==> config.mk <==
export PLATFORM = sky130hd
export DESIGN_NAME = audio_word_serializer_flat
export DESIGN_NICKNAME = d
export VERILOG_FILES = /design/src/rtl/audio_word_serializer_if.sv /design/src/rtl/audio_word_serializer.sv /design/src/flat_wrapper.sv
export SDC_FILE = /design/constraint.sdc
export NUM_CORES = 1
export LEC_CHECK = 0
export ABC_CLOCK_PERIOD_IN_PS = 3600
export CAP_MARGIN = 40
export CELL_PAD_IN_SITES_DETAIL_PLACEMENT = 1
export CELL_PAD_IN_SITES_GLOBAL_PLACEMENT = 1
export CORE_MARGIN = 8
export CORE_UTILIZATION = 49
export CTS_BUF_LIST = sky130_fd_sc_hd__clkbuf_4 sky130_fd_sc_hd__clkbuf_8
export DETAILED_ROUTE_END_ITERATION = 10
export PLACE_DENSITY = 0.95
export SYNTH_ARGS = -nofsm -noshare
export SYNTH_HDL_FRONTEND = slang
export SYNTH_SLANG_ARGS = --single-unit
==> constraint.sdc <==
create_clock -name clock -period 3.6 [get_ports clock]
set_input_delay 1.08 -clock clock [delete_from_list [all_inputs] [get_ports clock]]
set_output_delay 1.08 -clock clock [all_outputs]
set_load 0.005 [all_outputs]
==> src/rtl/audio_word_serializer_if.sv <==
// audio_word_serializer_if
//   Bundles the word-side handshake and the serial audio outputs of
//   audio_word_serializer so that producer and serializer share one port.
//
//   Handshake: a word moves from producer to serializer on a rising clock
//   edge where data_valid && data_ready are both high.
//     - data_valid and data_in are driven by the producer.
//     - data_ready is high while the one-word holding register is empty.
//     - The producer may hold data_valid high for any number of cycles.
//
//   Signals:
//     enable         producer -> serializer  run request
//     data_in        producer -> serializer  sample word (WIDTH bits)
//     data_valid     producer -> serializer  data_in is valid
//     data_ready     serializer -> producer  holding register is empty
//     done           serializer -> producer  one-cycle pulse per finished word
//     audio_enable   serializer -> pin       high while a word is shifting
//     audio_data     serializer -> pin       registered serial bit
//     underrun       serializer -> producer  one-cycle pulse on starvation
//     underrun_count serializer -> producer  saturating 16-bit count
//                                            (only with SER_UNDERRUN_CNT_EN)
//
//   Optional feature macro: SER_UNDERRUN_CNT_EN
interface audio_word_serializer_if #(
   parameter int WIDTH = 16
);
   logic             enable;
   logic [WIDTH-1:0] data_in;
   logic             data_valid;
   logic             data_ready;
   logic             done;
   logic             audio_enable;
   logic             audio_data;
   logic             underrun;
`ifdef SER_UNDERRUN_CNT_EN
   logic [15:0]      underrun_count;
`endif

   // Serializer side.
   modport slave (
      input  enable,
      input  data_in,
      input  data_valid,
      output data_ready,
      output done,
      output audio_enable,
      output audio_data,
      output underrun
`ifdef SER_UNDERRUN_CNT_EN
      ,
      output underrun_count
`endif
   );

   // Producer / observer side.
   modport master (
      output enable,
      output data_in,
      output data_valid,
      input  data_ready,
      input  done,
      input  audio_enable,
      input  audio_data,
      input  underrun
`ifdef SER_UNDERRUN_CNT_EN
      ,
      input  underrun_count
`endif
   );
endinterface

==> src/rtl/audio_word_serializer.sv <==
// audio_word_serializer
//   Parallel-to-serial converter for the audio output path. Words arrive over
//   the valid/ready handshake of audio_word_serializer_if into a one-word
//   holding register, then are shifted out one bit every DIV clocks on
//   audio_data while audio_enable is high. A word waiting in hold at the
//   last-bit tick is loaded on that same edge, so back-to-back words stream
//   with no idle cycle.
//
//   Parameters:
//     WIDTH     bits per word (>= 2); must match the interface WIDTH
//     DIV       clock cycles per output bit (>= 1)
//     MSB_FIRST 1: bit WIDTH-1 goes out first, 0: bit 0 goes out first
//     IDLE_BIT  level on audio_data while not shifting
//
//   Ports:
//     clock      system clock, rising edge
//     reset      asynchronous, active-high reset
//     bus        audio_word_serializer_if.slave (handshake + audio outputs)
//     state_dbg  1 while the FSM is in SHIFT, 0 in IDLE
//
//   Optional feature macro: SER_UNDERRUN_CNT_EN adds a saturating 16-bit
//   underrun counter on bus.underrun_count.
module audio_word_serializer #(
   parameter int WIDTH     = 16,
   parameter int DIV       = 1,
   parameter int MSB_FIRST = 1,
   parameter bit IDLE_BIT  = 1'b0
) (
   input  logic                   clock,
   input  logic                   reset,
   audio_word_serializer_if.slave bus,
   output logic                   state_dbg
);

   localparam int DIV_W = (DIV > 1) ? $clog2(DIV) : 1;
   localparam int BIT_W = $clog2(WIDTH);
   localparam logic [DIV_W-1:0] DIV_LAST = DIV_W'(DIV - 1);
   localparam logic [BIT_W-1:0] BIT_LAST = BIT_W'(WIDTH - 1);

   typedef enum logic {
      IDLE  = 1'b0,
      SHIFT = 1'b1
   } state_t;

   state_t           state;
   logic [WIDTH-1:0] hold;
   logic             hold_full;
   logic [WIDTH-1:0] shreg;
   logic [DIV_W-1:0] div_cnt;
   logic [BIT_W-1:0] bit_cnt;
   logic             audio_en_r;
   logic             done_r;
   logic             underrun_r;
`ifdef SER_UNDERRUN_CNT_EN
   logic [15:0]      underrun_cnt;
`endif

   logic             accept;
   logic             tick;
   logic             last_bit;
   logic [WIDTH-1:0] shreg_next;

   // hold_full gates data_ready, so a word can never be accepted on the same
   // edge the shifter empties the holding register.
   assign accept   = bus.data_valid && !hold_full;
   assign tick     = (div_cnt == DIV_LAST);
   assign last_bit = (bit_cnt == BIT_LAST);

   // The output end of shreg is audio_data itself, so the pin comes straight
   // from a flop; the shifter is refilled with IDLE_BIT whenever it goes idle.
   assign shreg_next = (MSB_FIRST != 0) ? {shreg[WIDTH-2:0], 1'b0}
                                        : {1'b0, shreg[WIDTH-1:1]};

   always_ff @(posedge clock or posedge reset) begin
      if (reset) begin
         state        <= IDLE;
         hold         <= '0;
         hold_full    <= 1'b0;
         shreg        <= {WIDTH{IDLE_BIT}};
         div_cnt      <= '0;
         bit_cnt      <= '0;
         audio_en_r   <= 1'b0;
         done_r       <= 1'b0;
         underrun_r   <= 1'b0;
`ifdef SER_UNDERRUN_CNT_EN
         underrun_cnt <= '0;
`endif
      end else begin
         done_r     <= 1'b0;
         underrun_r <= 1'b0;

         if (accept) begin
            hold      <= bus.data_in;
            hold_full <= 1'b1;
         end

         case (state)
            IDLE: begin
               if (bus.enable && hold_full) begin
                  shreg      <= hold;
                  hold_full  <= 1'b0;
                  bit_cnt    <= '0;
                  div_cnt    <= '0;
                  audio_en_r <= 1'b1;
                  state      <= SHIFT;
               end
            end

            SHIFT: begin
               if (!tick) begin
                  div_cnt <= div_cnt + DIV_W'(1);
               end else begin
                  div_cnt <= '0;
                  if (!last_bit) begin
                     shreg   <= shreg_next;
                     bit_cnt <= bit_cnt + BIT_W'(1);
                  end else begin
                     done_r <= 1'b1;
                     if (bus.enable && hold_full) begin
                        // Reload on the last-bit tick: no idle cycle.
                        shreg     <= hold;
                        hold_full <= 1'b0;
                        bit_cnt   <= '0;
                     end else begin
                        shreg      <= {WIDTH{IDLE_BIT}};
                        audio_en_r <= 1'b0;
                        state      <= IDLE;
                        // Starvation only counts while the stream is wanted.
                        if (bus.enable) begin
                           underrun_r <= 1'b1;
`ifdef SER_UNDERRUN_CNT_EN
                           if (underrun_cnt != 16'hFFFF) begin
                              underrun_cnt <= underrun_cnt + 16'd1;
                           end
`endif
                        end
                     end
                  end
               end
            end

            default: state <= IDLE;
         endcase
      end
   end

   assign bus.data_ready   = ~hold_full;
   assign bus.done         = done_r;
   assign bus.audio_enable = audio_en_r;
   assign bus.audio_data   = (MSB_FIRST != 0) ? shreg[WIDTH-1] : shreg[0];
   assign bus.underrun     = underrun_r;
`ifdef SER_UNDERRUN_CNT_EN
   assign bus.underrun_count = underrun_cnt;
`endif
   assign state_dbg = (state == SHIFT);

endmodule
==> src/flat_wrapper.sv <==
// flat-port wrapper written by rule: the top's interface ports become plain ports
module audio_word_serializer_flat 
#(
   parameter int WIDTH     = 16,
   parameter int DIV       = 1,
   parameter int MSB_FIRST = 1,
   parameter bit IDLE_BIT  = 1'b0
)
  (clock, reset, state_dbg, bus_enable, bus_data_in, bus_data_valid, bus_data_ready, bus_done, bus_audio_enable, bus_audio_data, bus_underrun);
  audio_word_serializer_if #(.WIDTH(WIDTH)) bus_i ();
  input  logic clock;
  input  logic reset;
  output logic state_dbg;
  input wire logic [$bits(bus_i.enable)-1:0] bus_enable;
  input wire logic [$bits(bus_i.data_in)-1:0] bus_data_in;
  input wire logic [$bits(bus_i.data_valid)-1:0] bus_data_valid;
  output wire logic [$bits(bus_i.data_ready)-1:0] bus_data_ready;
  output wire logic [$bits(bus_i.done)-1:0] bus_done;
  output wire logic [$bits(bus_i.audio_enable)-1:0] bus_audio_enable;
  output wire logic [$bits(bus_i.audio_data)-1:0] bus_audio_data;
  output wire logic [$bits(bus_i.underrun)-1:0] bus_underrun;
  assign bus_i.enable = bus_enable;
  assign bus_i.data_in = bus_data_in;
  assign bus_i.data_valid = bus_data_valid;
  assign bus_data_ready = bus_i.data_ready;
  assign bus_done = bus_i.done;
  assign bus_audio_enable = bus_i.audio_enable;
  assign bus_audio_data = bus_i.audio_data;
  assign bus_underrun = bus_i.underrun;
  audio_word_serializer #(.WIDTH(WIDTH), .DIV(DIV), .MSB_FIRST(MSB_FIRST), .IDLE_BIT(IDLE_BIT)) u_core (.clock(clock), .reset(reset), .bus(bus_i), .state_dbg(state_dbg));
endmodule
======== Word level (Yosys, flattened, before mapping) ========
Cells that the tools add are included.
storage, ports and cells
  flip-flop bits (word level) ............. 42
  word-level logic and storage cells ...... 57
  input port bits ......................... 20
  output and inout port bits .............. 6
cells by class
  bitwise logic cells ..................... 2
  $add $sub $neg .......................... 2
  reduce and logical (&&, ||, !) cells .... 5
  equal/unequal tests ..................... 5
  mux-type cells .......................... 34
operators with widths
  operator             number
  $mux 16              4
  $pmux 16 s2          1
  $mux 1               21
  $mux 4               3
  $pmux 1 s2           4
  $pmux 4 s2           1
  $ne 2x2->1 const B   3
  $add 4x1->4 const B  1
  $eq 4x4->1 const B   1
  $reduce_and 4->1     1
  $logic_and 1x1->1    2
  $ne 2x1->1 const B   1
  $not 1->1            2
  $reduce_and 2->1     1
  $add 1x1->1 const B  1
  $logic_not 1->1      1

======== Depth between registers and ports, before layout ========
  depth after elaboration ................. 7
  depth in mapped cells ................... 7
  depth with buffers taken out ............ 5

======== Worst setup path before layout ========
OpenSTA, ideal clock, no wires.
  path type ............................... input port to flip-flop
  start ................................... in bus_enable
  end ..................................... reg u_core.shreg[12]
  setup time .............................. 0.156 ns
  buffers on the path ..................... 2
  slack ................................... 1.286 ns
  arrival ................................. 2.158 ns
  data required time ...................... 3.444 ns
  cell stages on the path ................. 6
  cell sequence ........................... and2_1 -> buf_4 -> inv_1 -> ha_1 -> clkbuf_1 -> a32oi_2
between the ends
  longest elaborated chain between the ends .. 5
  elaborated cells between the ends (all ways) .. 7
  classes of those cells .................. 1 x eq/ne; 4 x mux; 2 x reduce/logical
ends and longest elaborated chain
  item                  RTL line                                                   source
  start, declared       flat_wrapper.sv:14                                         input wire logic [$bits(bus_i.enable)-1:0] bus_enable;
  $logic_and 1x1->1 *   audio_word_serializer.sv:99, audio_word_serializer.sv:119
  $mux 16               audio_word_serializer.sv:119                               if (bus.enable && hold_full) begin
  $mux 16               audio_word_serializer.sv:114                               if (!last_bit) begin
  $mux 16               audio_word_serializer.sv:110                               if (!tick) begin
  $pmux 16 s2           audio_word_serializer.sv:97                                case (state)
  end signal, assigned  audio_word_serializer.sv:100                               shreg <= hold;
  end signal, assigned  audio_word_serializer.sv:115                               shreg <= shreg_next;
  end signal, assigned  audio_word_serializer.sv:121                               shreg <= hold;
  end, declared         audio_word_serializer.sv:48                                logic [WIDTH-1:0] shreg;
Mark *: on every way between the ends. The rest lies on a longest branch, timed or not. The select of a mux whose other input is x is not followed.
A chain may end at the register's enable or synchronous reset.

======== Worst setup path after layout ========
  start ................................... reg u_core.state (netlist: u_core.state_dbg)
  end ..................................... out state_dbg
RTL lines
  item                    RTL line                      source
  start, declared         audio_word_serializer.sv:45   state_t state;
  start signal, assigned  audio_word_serializer.sv:76   state <= IDLE;
  start signal, assigned  audio_word_serializer.sv:105  state <= SHIFT;
  start signal, assigned  audio_word_serializer.sv:127  state <= IDLE;
  end, declared           flat_wrapper.sv:13            output logic state_dbg;
No word-level cell between the ends.

==> flow_summary.yaml <==
synth:
  ys_ff_latch: 41
  synthCells: 183
  synth_edf_count: 0
  yosysTopAreaCell: "dfrtp_1"
  synth_area_sq_um: 2060
  synth.top_cell.area_share_pct: 49.8
  yosysWarnings: 0
  postSynthAreaPerCell_sq_um: 11.3
  synth_nets: 205
  ys_top_cells_by_area: "dfrtp_1, mux2_2, a32oi_2"
  yosysUniqueCellTypes: 28
  yosysSeqAreaShare_pct: 49.8
  ys.flop_type: "dfrtp_1"
  synthArstFlopShare_pct: 100
timing:
  slew_viol_final: 0
  period_share_pct: 78.5
  fin_skew_ns: 0.00534
  hold_violations: 0
  finalSetupViolations: 0
  grt_setup_unrepaired: "no"
  min_period_ns: 2.83
  slew_headroom_pct: 51.7
  worstMarginPinSlew_ns: 0.724
  tns_ns: 0
  max_freq_mhz: 354
routing:
  drt-pass1-iter-count: 4
  wl_per_cell_microns: 21.0
  drc: 0
  route.vias.total: 1526
  drt_wl_total_microns: 5430
  drt_iter0_markers: 93
  antenna_left: 0
  vias_per_cell: 5.91
floorplan:
  rows: 23
  start_util_pct: 51.1
  core_area_sq_um: 4030
  die-area_sq_um: 6540
  ios: 26
  chipHeight_microns: 80.9
  die_width_microns: 80.9
grt:
  antenna_found_initial: 0
  grt_max_degree: 42
  grt_pass1_vias: 1690
  grt_usage_pct: 17.8
  overflow: 0
  grt_pass1_wl_microns: 8760
hold_path:
  min_to: "u_core.shreg[0]$_DFFE_PP0P_"
  min_path_cells: 2
  min_path_type: "reg2reg"
  hold_start: "u_core.shreg[0]$_DFFE_PP0P_"
power:
  p_leak_nw: 0.995
  vdd_drop_max_mv: 0.416
  pwr_density_cell_nw_per_um2: 795
critical_path:
  critPathMaxStageDelay_ns: 0.82
  r2r-start: "u_core.state_dbg$_DFF_PP0_"
  crit_slowest_cell: "dfrtp_1"
  cp_top_family: "flip-flops"
  path_cells: "clkdlybuf4s50_1"
  worst-path-buf-inv: 1
  cp-startpoint: "u_core.state_dbg$_DFF_PP0_"
  r2r-end: "u_core.shreg[2]$_DFFE_PP0P_"
  cp-start-kind: "flip-flop"
  cp.arrival_ns: 1.75
  critPathMaxFanout: 21
  rr_worst_depth: 5
  worstSetupPathType: "reg2out"
  r2r_setup_slack_ns: 1.52
  endpoint_kind: "output pin"
  required_ns: 2.52
layout:
  num-fill-cells: 434
  layout-drive-gt1-share_pct: 25.0
  num_antenna_cells: 0
  final_net_count: 229
  area_growth_syn_to_layout_pct: 19.2
  finalNonFillerCells: 258
cts:
  htree_num_levels: 2
  cts_setup_buffers: 0
  path_clk_slew_ns: 0.08
  post_cts_resized: 0
  cts_root_buffer: "clkbuf_8"
  cts_tree: "yes"
  clock_path_buffers: 2
  cts_buffers: 5
  insertion_delay_ns: 0.29
  clock_sink_count: 41
  hold_buffers: 0
status:
  status: "finished clean"
run:
  maxCapViolCount: 0
placement:
  placed_cells: 250
  gp_congestion: 0.726
  portBuffers: 25
  dp_hpwl_microns: 3660
-- flip-flops by register name (all words and copies together), names as in the netlist --
| signal | cells |
|---|---|
| u_core.hold | 16 |
| u_core.shreg | 16 |
| u_core.bit_cnt | 4 |
| u_core.bus.audio_enable | 1 |
| u_core.bus.done | 1 |
| u_core.bus.underrun | 1 |
| u_core.hold_full | 1 |
| u_core.state_dbg | 1 |
-- worst max path at each step --
stage / depth (start not counted) / slack (ns) / end
floorplan: 6 / 1.29 / u_core.shreg[12]$_DFFE_PP0P_
global placement: 6 / 0.43 / u_core.shreg[6]$_DFFE_PP0P_
detailed placement: 7 / 0.63 / u_core.shreg[2]$_DFFE_PP0P_
CTS: 1 / 0.79 / state_dbg
global route: 1 / 0.72 / state_dbg
finish: 1 / 0.77 / state_dbg
-- cell usage after synthesis, types with 2 or more instances --
cell and instances:
a21oi_1 18, a32oi_1 5, a32oi_2 10, and3_1 3, buf_2 3, buf_4 3, clkbuf_1 5, dfrtp_1 41
ha_1 2, inv_1 20, mux2_2 16, nand2_1 5, nand2b_1 2, nand3_1 22, nand3_2 11, nor2_1 2
nor2b_1 3, o21ai_0 2
-- cells in the final DEF (no fill, tap or decap), drive strengths merged, types with 2 or more instances in the layout --
cell | synthesis | final
ha | 2 | 2
clkdlybuf4s50 | 0 | 25
clkbuf | 5 | 7
mux2 | 16 | 16
a32oi | 15 | 15
buf | 9 | 6
a21oi | 18 | 18
dfrtp | 41 | 41
nand2 | 5 | 5
nor2b | 3 | 3
o21ai | 2 | 2
nor2 | 2 | 2
inv | 20 | 20
nand2b | 2 | 2
and3 | 3 | 3
nand3 | 33 | 33
-- per-stage QoR --
| stage | power [mW] | instance area (sq um) | setup WS (ns) | util, % | hold WS [ns] |
|---|---|---|---|---|---|
| floorplan | 1.37 | 2060 | 1.29 | - | 0.451 |
| global placement | 1.50 | 2310 | 0.427 | 57.4 | 0.468 |
| detailed placement | 1.62 | 2350 | 0.627 | 58.4 | 0.506 |
| CTS | 1.97 | 2460 | 0.788 | 61.0 | 0.528 |
| global route | 2.07 | 2460 | 0.719 | 61.0 | 0.530 |
| finish | 1.95 | 2460 | 0.773 | 61.0 | 0.524 |
-- layout make-up --
type	instances	area, sq um	area share [%]
flip-flops and latches	41	1030	41.8
multi-input cells	108	868	35.4
repair buffers	31	323	13.1
clock buffers	7	96.3	3.92
inverters	20	75.1	3.06
well taps	50	62.6	2.55
clock inverters	1	5.00	0.204
-- kinds of logic (layout without fill, tap and decap cells) --
| group | after synthesis | after routing | synth area share [%] |
|---|---|---|---|
| simple gates | 49 | 49 | 14.7 |
| flops | 41 | 41 | 49.8 |
| compound gates | 39 | 39 | 16.6 |
| buf+inv | 34 | 59 | 8.07 |
| mux | 17 | 17 | 9.23 |
| fa+ha+maj | 2 | 2 | 1.21 |
| xor+xnor | 1 | 1 | 0.425 |
-- report_power, final --
part / total, mW / internal [mW] / switching (mW)
sequential: 0.857 / 0.668 / 0.189
clock: 0.331 / 0.173 / 0.158
combinational: 0.764 / 0.400 / 0.365
total: 1.95 / 1.24 / 0.711
-- layer usage --
layer	up-vias	wire, microns	track usage [%]
li1	698	-	-
met1	788	2180	19.5
met2	31	2980	32.6
met3	9	156	3.86
met4	0	105	6.96
met5	-	0	0
No activity file was read; power rests on OpenSTA's default activity.
